--- src/rtl/mem_xbar.sv ---
`default_nettype none
// ============================================================================
//  Module      : mem_xbar
//  Description : NS-requester to NM-bank SRAM crossbar. Each bank owns a
//                contiguous 2^BANK_AW-byte window starting at address 0.
//                Arbitration is per bank and combinational: one grant per
//                idle bank each cycle. Losing requesters see s_busy and hold
//                their request. Read data returns one cycle after the grant.
//                Unmapped addresses are accepted at once and answered one
//                cycle later with s_err.
//
//  Ports       : clk, rst          clock / synchronous active-high reset
//                s_cs/s_we/s_addr/s_byte/s_di   requester request buses
//                s_do/s_busy/s_err              requester response buses
//                m_cs/m_we/m_addr/m_byte/m_di   bank request buses
//                m_do/m_busy                    bank response / back-pressure
//
//  Build macro : MEM_XBAR_RR_EN  defined   -> per-bank round-robin arbitration
//                                undefined -> fixed priority (lowest index wins)
//
//  Revision    : 1.0  initial release
// ============================================================================
module mem_xbar #(
    parameter int NS      = 2,
    parameter int NM      = 2,
    parameter int AW      = 32,
    parameter int DW      = 32,
    parameter int BANK_AW = 16
) (
    input  logic                 clk,
    input  logic                 rst,
    input  logic [NS-1:0]        s_cs,
    input  logic [NS-1:0]        s_we,
    input  logic [NS*AW-1:0]     s_addr,
    input  logic [NS*DW/8-1:0]   s_byte,
    input  logic [NS*DW-1:0]     s_di,
    output logic [NS*DW-1:0]     s_do,
    output logic [NS-1:0]        s_busy,
    output logic [NS-1:0]        s_err,
    output logic [NM-1:0]        m_cs,
    output logic [NM-1:0]        m_we,
    output logic [NM*AW-1:0]     m_addr,
    output logic [NM*DW/8-1:0]   m_byte,
    output logic [NM*DW-1:0]     m_di,
    input  logic [NM*DW-1:0]     m_do,
    input  logic [NM-1:0]        m_busy
);

    localparam int c_BW = (NM > 1) ? $clog2(NM) : 1;   // bank index width
    localparam int c_PW = (NS > 1) ? $clog2(NS) : 1;   // requester index width
    localparam int c_SW = DW / 8;                       // strobe width

    // Bank-local offset bits; everything at or above BANK_AW is cleared.
    localparam logic [AW-1:0] c_LOCAL_MASK =
        (BANK_AW >= AW) ? {AW{1'b1}} : ((AW'(1) << BANK_AW) - AW'(1));

    // ------------------------------------------------------------------
    // Address decode per requester
    // ------------------------------------------------------------------
    logic [NS-1:0]      w_mapped;
    logic [NS*c_BW-1:0] w_bank;

    for (genvar i = 0; i < NS; i++) begin : g_dec
        logic [AW-1:0] w_a;
        assign w_a         = s_addr[i*AW +: AW];
        // Mapped iff the address lies below NM << BANK_AW.
        assign w_mapped[i] = ((w_a >> BANK_AW) < AW'(NM));

        if (NM > 1) begin : g_bidx
            assign w_bank[i*c_BW +: c_BW] = w_a[BANK_AW +: c_BW];
        end else begin : g_bidx_one
            assign w_bank[i*c_BW +: c_BW] = '0;
        end
    end

    // ------------------------------------------------------------------
    // Per-bank arbitration
    // ------------------------------------------------------------------
    logic [NM-1:0]   w_gnt_vld;
    logic [c_PW-1:0] w_gnt_idx [NM];
    logic [NS-1:0]   w_granted;

`ifdef MEM_XBAR_RR_EN
    logic [c_PW-1:0] r_rr_ptr [NM];
`endif

    always_comb begin : p_arb
        int j;
        w_gnt_vld = '0;
        w_granted = '0;
        j         = 0;
        for (int b = 0; b < NM; b++) begin
            w_gnt_idx[b] = '0;
            // Scan order starts at the pointer (round-robin) or at index 0
            // (fixed priority); the first eligible candidate wins.
            for (int k = 0; k < NS; k++) begin
`ifdef MEM_XBAR_RR_EN
                j = int'(r_rr_ptr[b]) + k;
                if (j >= NS) begin
                    j = j - NS;
                end
`else
                j = k;
`endif
                if (!rst && !m_busy[b] && !w_gnt_vld[b] && s_cs[j] && w_mapped[j] &&
                    (int'(w_bank[j*c_BW +: c_BW]) == b)) begin
                    w_gnt_vld[b] = 1'b1;
                    w_gnt_idx[b] = c_PW'(j);
                    w_granted[j] = 1'b1;
                end
            end
        end
    end

    // ------------------------------------------------------------------
    // Bank-side muxing (all zero when a bank has no grant)
    // ------------------------------------------------------------------
    always_comb begin : p_bank_mux
        m_cs   = '0;
        m_we   = '0;
        m_addr = '0;
        m_byte = '0;
        m_di   = '0;
        for (int b = 0; b < NM; b++) begin
            if (w_gnt_vld[b]) begin
                m_cs[b]                  = 1'b1;
                m_we[b]                  = s_we[w_gnt_idx[b]];
                m_addr[b*AW +: AW]       = s_addr[int'(w_gnt_idx[b])*AW +: AW] & c_LOCAL_MASK;
                m_byte[b*c_SW +: c_SW]   = s_byte[int'(w_gnt_idx[b])*c_SW +: c_SW];
                m_di[b*DW +: DW]         = s_di[int'(w_gnt_idx[b])*DW +: DW];
            end
        end
    end

    // ------------------------------------------------------------------
    // Response state
    // ------------------------------------------------------------------
    logic [NS-1:0]   r_rd_pend;
    logic [NS-1:0]   r_err;
    logic [c_BW-1:0] r_rd_bank [NS];

    always_ff @(posedge clk) begin
        if (rst) begin
            r_rd_pend <= '0;
            r_err     <= '0;
            for (int i = 0; i < NS; i++) begin
                r_rd_bank[i] <= '0;
            end
`ifdef MEM_XBAR_RR_EN
            for (int b = 0; b < NM; b++) begin
                r_rr_ptr[b] <= '0;
            end
`endif
        end else begin
            r_rd_pend <= w_granted & ~s_we;
            // Unmapped requests are accepted immediately and answered next cycle.
            r_err     <= s_cs & ~w_mapped;
            for (int i = 0; i < NS; i++) begin
                if (w_granted[i]) begin
                    r_rd_bank[i] <= w_bank[i*c_BW +: c_BW];
                end
            end
`ifdef MEM_XBAR_RR_EN
            for (int b = 0; b < NM; b++) begin
                if (w_gnt_vld[b]) begin
                    r_rr_ptr[b] <= (int'(w_gnt_idx[b]) == NS - 1) ? '0
                                                                  : w_gnt_idx[b] + c_PW'(1);
                end
            end
`endif
        end
    end

    // ------------------------------------------------------------------
    // Requester-side outputs
    // ------------------------------------------------------------------
    always_comb begin : p_resp
        s_do = '0;
        for (int i = 0; i < NS; i++) begin
            // rst gates the return so a read cancelled by reset shows zero
            // in the reset cycle itself.
            if (!rst && r_rd_pend[i]) begin
                s_do[i*DW +: DW] = m_do[int'(r_rd_bank[i])*DW +: DW];
            end
        end
    end

    // Only mapped, requesting, ungranted requesters are stalled; everyone is
    // stalled while in reset.
    assign s_busy = rst ? {NS{1'b1}} : (s_cs & w_mapped & ~w_granted);
    assign s_err  = r_err & {NS{~rst}};

endmodule
`default_nettype wire
--- config.mk ---
export PLATFORM = sky130hd
export DESIGN_NAME = mem_xbar
export DESIGN_NICKNAME = d
export VERILOG_FILES = /design/src/rtl/mem_xbar.sv
export SDC_FILE = /design/constraint.sdc
export NUM_CORES = 1
export LEC_CHECK = 0
export CAP_MARGIN = 20
export CORE_AREA = 2 2 162 164
export DETAILED_ROUTE_END_ITERATION = 16
export DIE_AREA = 0 0 164 166
export PLACE_DENSITY = 0.47
export SLEW_MARGIN = 20
export SYNTH_ARGS = -nofsm -noshare
export SYNTH_HDL_FRONTEND = slang
export SYNTH_SLANG_ARGS = --single-unit
--- constraint.sdc ---
create_clock -name clk -period 8.4 [get_ports clk]
set_input_delay 2.52 -clock clk [delete_from_list [all_inputs] [get_ports clk]]
set_output_delay 2.52 -clock clk [all_outputs]
set_load 0.05 [all_outputs]
After elaboration in Yosys (flattened, before gate mapping)
Memories as Yosys holds them, arrays and structs flattened.
Index checks and enable logic that the tools add are counted.
- register bits: 4
- latch bits: 0
- RAM bits: 2
- memory bits (read-only): 0
- input bits: 208
- output and inout port bits: 208
- word-level logic and storage cells: 86
- memories kept: 1
- memories (memory ; words ; bits a word ; read ports ; clocked after memory_dff ; wr ports ; RTL line ; RTL):
    r_rd_bank ; 2 ; 1 ; 2 ; 0 ; 2 ; 140 ; logic [c_BW-1:0] r_rd_bank [NS];
- add/subtract/negate cells: 0
- $mul: 0
- divide/modulo/power cells: 0
- magnitude comparators: 4
- equality and inequality tests: 0
- shift-type cells: 8
- muxes and demuxes: 35
- bitwise logic cells: 13
- reductions and logical operators: 23
- operator list (operator ; number):
    64-bit by 7-bit indexed part select with 32-bit output ; 4
    32-bit two-way mux ; 4
    64-bit by 7-bit indexed part select with 16-bit output ; 2
    16-bit by 2-bit less-than comparator with 1-bit output (second input constant) ; 2
    16-bit two-way mux ; 2
    1-bit two-way mux ; 26
    1-bit logical AND ; 18
    8-bit by 4-bit indexed part select with 4-bit output ; 2
    2-bit bitwise AND ; 5
    4-bit two-way mux ; 2
    2-bit inverter ; 3
    1-bit logical NOT ; 5
    1-bit by 2-bit less-than comparator with 1-bit output (second input constant) ; 2
    1-bit inverter ; 3
    2-bit two-way mux ; 1
    1-bit OR ; 2

Depth between registers and ports, before layout
- depth in word-level cells: 17
- gate-level depth with buffers: 7
- depth with buffers taken out: 4

Worst setup path after synthesis
OpenSTA, ideal clock, no wires.
- kind: input-to-output
- from: input s_addr[60]
- to: output m_addr[32]
- arrival: 4950 ps
- required time: 5880 ps
- setup slack: 930 ps
- cell stages on the path: 5
- path buffers: 1
- cell sequence: or4_4 -> nor4_4 -> clkbuf_1 -> nand3_1 -> o21ai_0
- word-level cells in the longest chain between the ends: 6
- elaborated cells between the ends (all ways): 7
- classes of those cells: order compare: 1; shift: 1; mux: 3; reduce/logical: 2
- RTL lines (what ; RTL line ; RTL):
    start: declaration ; 34 ; input logic [NS*AW-1:0] s_addr,
    16-bit by 2-bit less-than comparator with 1-bit output * ; 67 ; assign w_mapped[i] = ((w_a >> BANK_AW) < AW'(NM));
    1-bit logical AND * (2 in a row) ; 105 ; if (!rst && !m_busy[b] && !w_gnt_vld[b] && s_cs[j] && w_mapped[j] &&
    1-bit two-way mux ; 105 ;
    64-bit by 7-bit indexed part select with 16-bit output ; 128 ; m_addr[b*AW +: AW] = s_addr[int'(w_gnt_idx[b])*AW +: AW] & c_LOCAL_MASK;
    16-bit two-way mux * ; 125 ; if (w_gnt_vld[b]) begin
    end: declaration ; 42 ; output logic [NM*AW-1:0] m_addr,
Mark *: on every way between the ends. The rest lies on a longest branch, timed or not.

Worst setup path in the final report
- from: input s_addr[60]
- to: output m_di[3]
- word-level cells in the longest chain between the ends: 6
- elaborated cells between the ends (all ways): 7
- classes of those cells: order compare: 1; shift: 1; mux: 3; reduce/logical: 2
- RTL lines (what ; RTL line ; RTL):
    16-bit by 2-bit less-than comparator with 1-bit output * ; 67 ;
    1-bit logical AND * (2 in a row) ; 105 ;
    1-bit two-way mux ; 105 ;
    64-bit by 7-bit indexed part select with 32-bit output ; 130 ; m_di[b*DW +: DW] = s_di[int'(w_gnt_idx[b])*DW +: DW];
    32-bit two-way mux * ; 125 ;
    end: declaration ; 44 ; output logic [NM*DW-1:0] m_di,
Marks and branches as above.

==> results by stage <==
Route:
- In this run the remaining antenna-violating nets after routing total 0.
- For this block, the routed nets add up to 22.3 mm of wire.
- The detailed router placed 5504 vias in this run.
- Dividing the detail-routed wire length by the instance count gives 18.3 um.
- The initial DRC count is 192.
- The number of optimization iterations in the first detailed-route pass is 4.
- The average via count per standard cell is 4.51.
- The DRC violations left is 0.

Synth:
- The cell count after synthesis came out at 545.
- The multiplexer share of the synthesized area is 18.4%.
- The total of flip-flops plus latches after synthesis is 6.
- Summing the areas of all and, or, nand and nor instances in the mapped netlist gives 39.5% of the synthesized area.
- The post-synthesis cell type with the largest combined area is sky130_fd_sc_hd__mux2i_1.
- The number of library cell types mapped by synthesis is 42.
- Summing the areas of all fa, ha and maj instances in the mapped netlist gives 0% of the synthesized area.
- During synthesis, Yosys emitted a total of 0 warnings.
- In the post-synthesis netlist, the biggest area contributors are sky130_fd_sc_hd__mux2i_1, sky130_fd_sc_hd__nand3_1, sky130_fd_sc_hd__a31o_1.
- The synthesized netlist devotes 22.9% of its cell area to compound gates.
- The total standard cell area after synthesis is roughly 3500 um^2.
- The share of Yosys cell area claimed by the top area cell type is 18.4%.
- The sequential-to-total area share from yosys stat is ~4%.
- The average cell area after synthesis is 6.40 um^2.
- Of the total synthesized cell area, the portion taken by XOR and XNOR cells is 0%.
- By area, the combinational part of the netlist is dominated by simple AND/OR/NAND/NOR gates.

Setup path:
- Data on the critical path arrives at its endpoint at 5.01 ns.
- STA classifies the critical path startpoint as a primary input.
- Along the worst path, the maximum fanout reaches 37.
- STA classifies the critical path endpoint as an output port.
- The signal on the critical path passes through clkdlybuf4s50_1 -> or4_4 -> or3_4 -> nor3_4 -> buf_4 -> a31o_1 -> buf_4.
- The critical path is of the primary input to output port type.
- The largest individual stage delay along the critical path comes from the cell sky130_fd_sc_hd__or4_4.
- In this design, the critical path's most frequently occurring cell is sky130_fd_sc_hd__buf_4.
- At the worst endpoint, the required time is 5.88 ns.
- The maximum single-stage delay on the critical path is a little under 0.6 ns.
- In this run the worst setup path begins at s_addr[60].

Floorplanning:
- The area of the core region is 25600 um^2.
- The starting density of the core is a little over an eighth.
- The count of standard-cell rows is 59.
- From left edge to right edge, the die measures between 150 and 200 um.
- The die is 166 um tall.
- During I/O placement, the number of pins put on the boundary was 416.
- The die covers 27200 um^2.

Hold path:
- The number of cells on the worst hold path is 2.
- The class of the worst hold path is primary input to flop.
- The worst hold path terminates at r_err[0].
- The worst hold path begins at s_cs[0].

STA:
- The final number of setup-violating endpoints is 0.
- The fraction of the cycle the final worst path needs is 89.7%.
- The aggregate negative setup slack is 0 ns.
- The relative max-transition margin is 35.5%.
- For the pin with the worst max-slew slack, the measured transition is 0.968 ns.
- Derived from the worst setup path, the maximum achievable clock frequency is 0.133 GHz.
- Subtracting the final worst setup slack from the clock period gives 7.53 ns.
- Setup repair after global routing left no endpoint under its margin.
- The max-slew violation count is 0.
- The hold violation total from the final report was 0.

CTS:
- The post-CTS setup repair buffer count is 0.
- The H-tree depth reported by CTS is 1.
- The clock net in this run drives a total of 6 sinks.
- The number of gates resized after CTS was 0.
- The clock tree from TritonCTS is done.
- Hold repair after CTS inserted 0 buffers.
- The tree is rooted in a sky130_fd_sc_hd__clkbuf_16.
- The total CTS buffers is 3.
- After clock tree synthesis, the clock-pin slew on the worst setup and hold paths is 0.04 ns.
- The deepest clock path buffer count is 2.

Placement:
- The half-perimeter wire length after placement is 16.8 mm.
- At the end of routability-driven placement, the weighted congestion stood at 0.777.
- The number of buffers inserted by port buffering is 383.

Power:
- IR analysis of the VDD net gives a maximum drop of just over 0.06 mV.
- Total power for the finished layout comes to slightly above 0.0003 W.
- The leakage component of the power is 3.28 nW.
- The cell area power density is roughly 38 nW/um^2.

Global route:
- The overall global routing resource usage is 15.1%.
- The first global-routing pass estimated 32.2 mm of wire.
- Entering global routing, the biggest net connects 71 pins.
- The number of global-route vias before repair is 5545.
- The sum of overflow across all layers after global routing is 0.
- The number of antenna violations at the first check in global routing was 1.

Status:
- The flow ran to the end, and the final reports show no timing, DRC or antenna violations.

Cells and area:
- Leaving out fill and tap cells, the most frequent cells in the layout are sky130_fd_sc_hd__clkdlybuf4s50_1, sky130_fd_sc_hd__nand3_1, sky130_fd_sc_hd__buf_4.
- The final net count is 1095.
- From synthesis to final layout, the design area changed by 130%.
- The most common cell after layout, fill and taps aside is sky130_fd_sc_hd__clkdlybuf4s50_1.
- The share of final-layout standard cells stronger than drive strength 1 is 17.2%.

Run:
- The tool flagged a number of max-cap violations equal to 0.
-- cell families (layout without fill, tap and decap cells) --
| logic type | count (synthesis) | count (layout) |
|---|---|---|
| AO/OA/AOI/OAI | 115 | 115 |
| other | 1 | 33 |
| AND/OR/NAND/NOR | 261 | 261 |
| buffers and inverters | 98 | 407 |
| multiplexers | 64 | 64 |
| flip-flops | 6 | 6 |
-- critical path: cells and delay by family --
family / cells / cell delay, ns
buf+inv: 3 / 1.08
compound gates: 1 / 0.25
simple gates: 3 / 1.15
-- report_power, final --
part / total [W] / leakage (nW) / switching (W) / internal, W
logic: 0.000194 / 3.19 / 0.0000875 / 0.000106
registers: 0.0000334 / 0.0517 / 0.00000228 / 0.0000312
clock network: 0.0000766 / 0.0370 / 0.0000156 / 0.0000611
-- stage by stage --
| stage | cell area, um^2 | hold WS (ns) | std cells | setup WS (ns) | utilization (%) |
|---|---|---|---|---|---|
| global placement | 7960 | 3.19 | 1217 | 0.860 | 31.1 |
| global route | 8030 | 2.98 | 1220 | 0.791 | 31.4 |
| CTS | 8030 | 2.95 | 1220 | 0.877 | 31.4 |
| finish | 8030 | 2.94 | 1221 | 0.869 | 31.4 |
| detailed placement | 7960 | 3.18 | 1217 | 0.883 | 31.1 |
| floorplan | 3600 | 2.59 | 576 | 0.930 | - |
-- per-layer routing --
metal | vias up | share of wire (%) | track usage (%)
met5 | - | 0 | 0
met4 | 0 | 1.8 | 3.13
met3 | 19 | 9.6 | 4.45
met2 | 282 | 51 | 29.0
met1 | 2573 | 37 | 16.2
li1 | 2630 | - | -
-- cell usage after synthesis, drive strengths merged --
library cell	n
a2111o	1
a21o	1
a21oi	2
a31o	53
a31oi	1
and3	54
and3b	2
and4	1
buf	52
clkbuf	45
conb	1
dfxtp	4
edfxtp	2
inv	1
mux2i	64
nand2	1
nand2b	3
nand3	107
nand3b	1
nand4	2
nor2	68
nor2b	3
nor3	6
nor3b	1
nor4	5
nor4b	1
o211ai	1
o21a	2
o21ai	53
o31a	1
or2	2
or3	1
or4	1
or4b	1
or4bb	1
-- sequential cells by signal (all words and copies together), names as in the netlist --
signal	cells
r_rd_bank	2
r_err	2
r_rd_pend	2
-- worst max path at each step --
stage | endpoint | slack [ns] | depth (start not counted)
after CTS | m_di[3] | 0.88 | 7
after global placement | m_di[10] | 0.86 | 7
after global routing | m_di[3] | 0.79 | 7
final | m_di[3] | 0.87 | 7
after detailed placement | s_do[45] | 0.88 | 6
after floorplan | m_addr[32] | 0.93 | 5
-- layout make-up --
cell class                      count  area (um^2)
Timing Repair Buffer              403         4430
Inverter                            1         3.75
Fill cell                        2700        17600
Tap cell                          335          419
Antenna cell                        1         2.50
Clock buffer                        3         75.1
Sequential cell                     6          140
Multi-Input combinational cell    472         2960
Note: power is estimated with default switching activity, not from simulation.
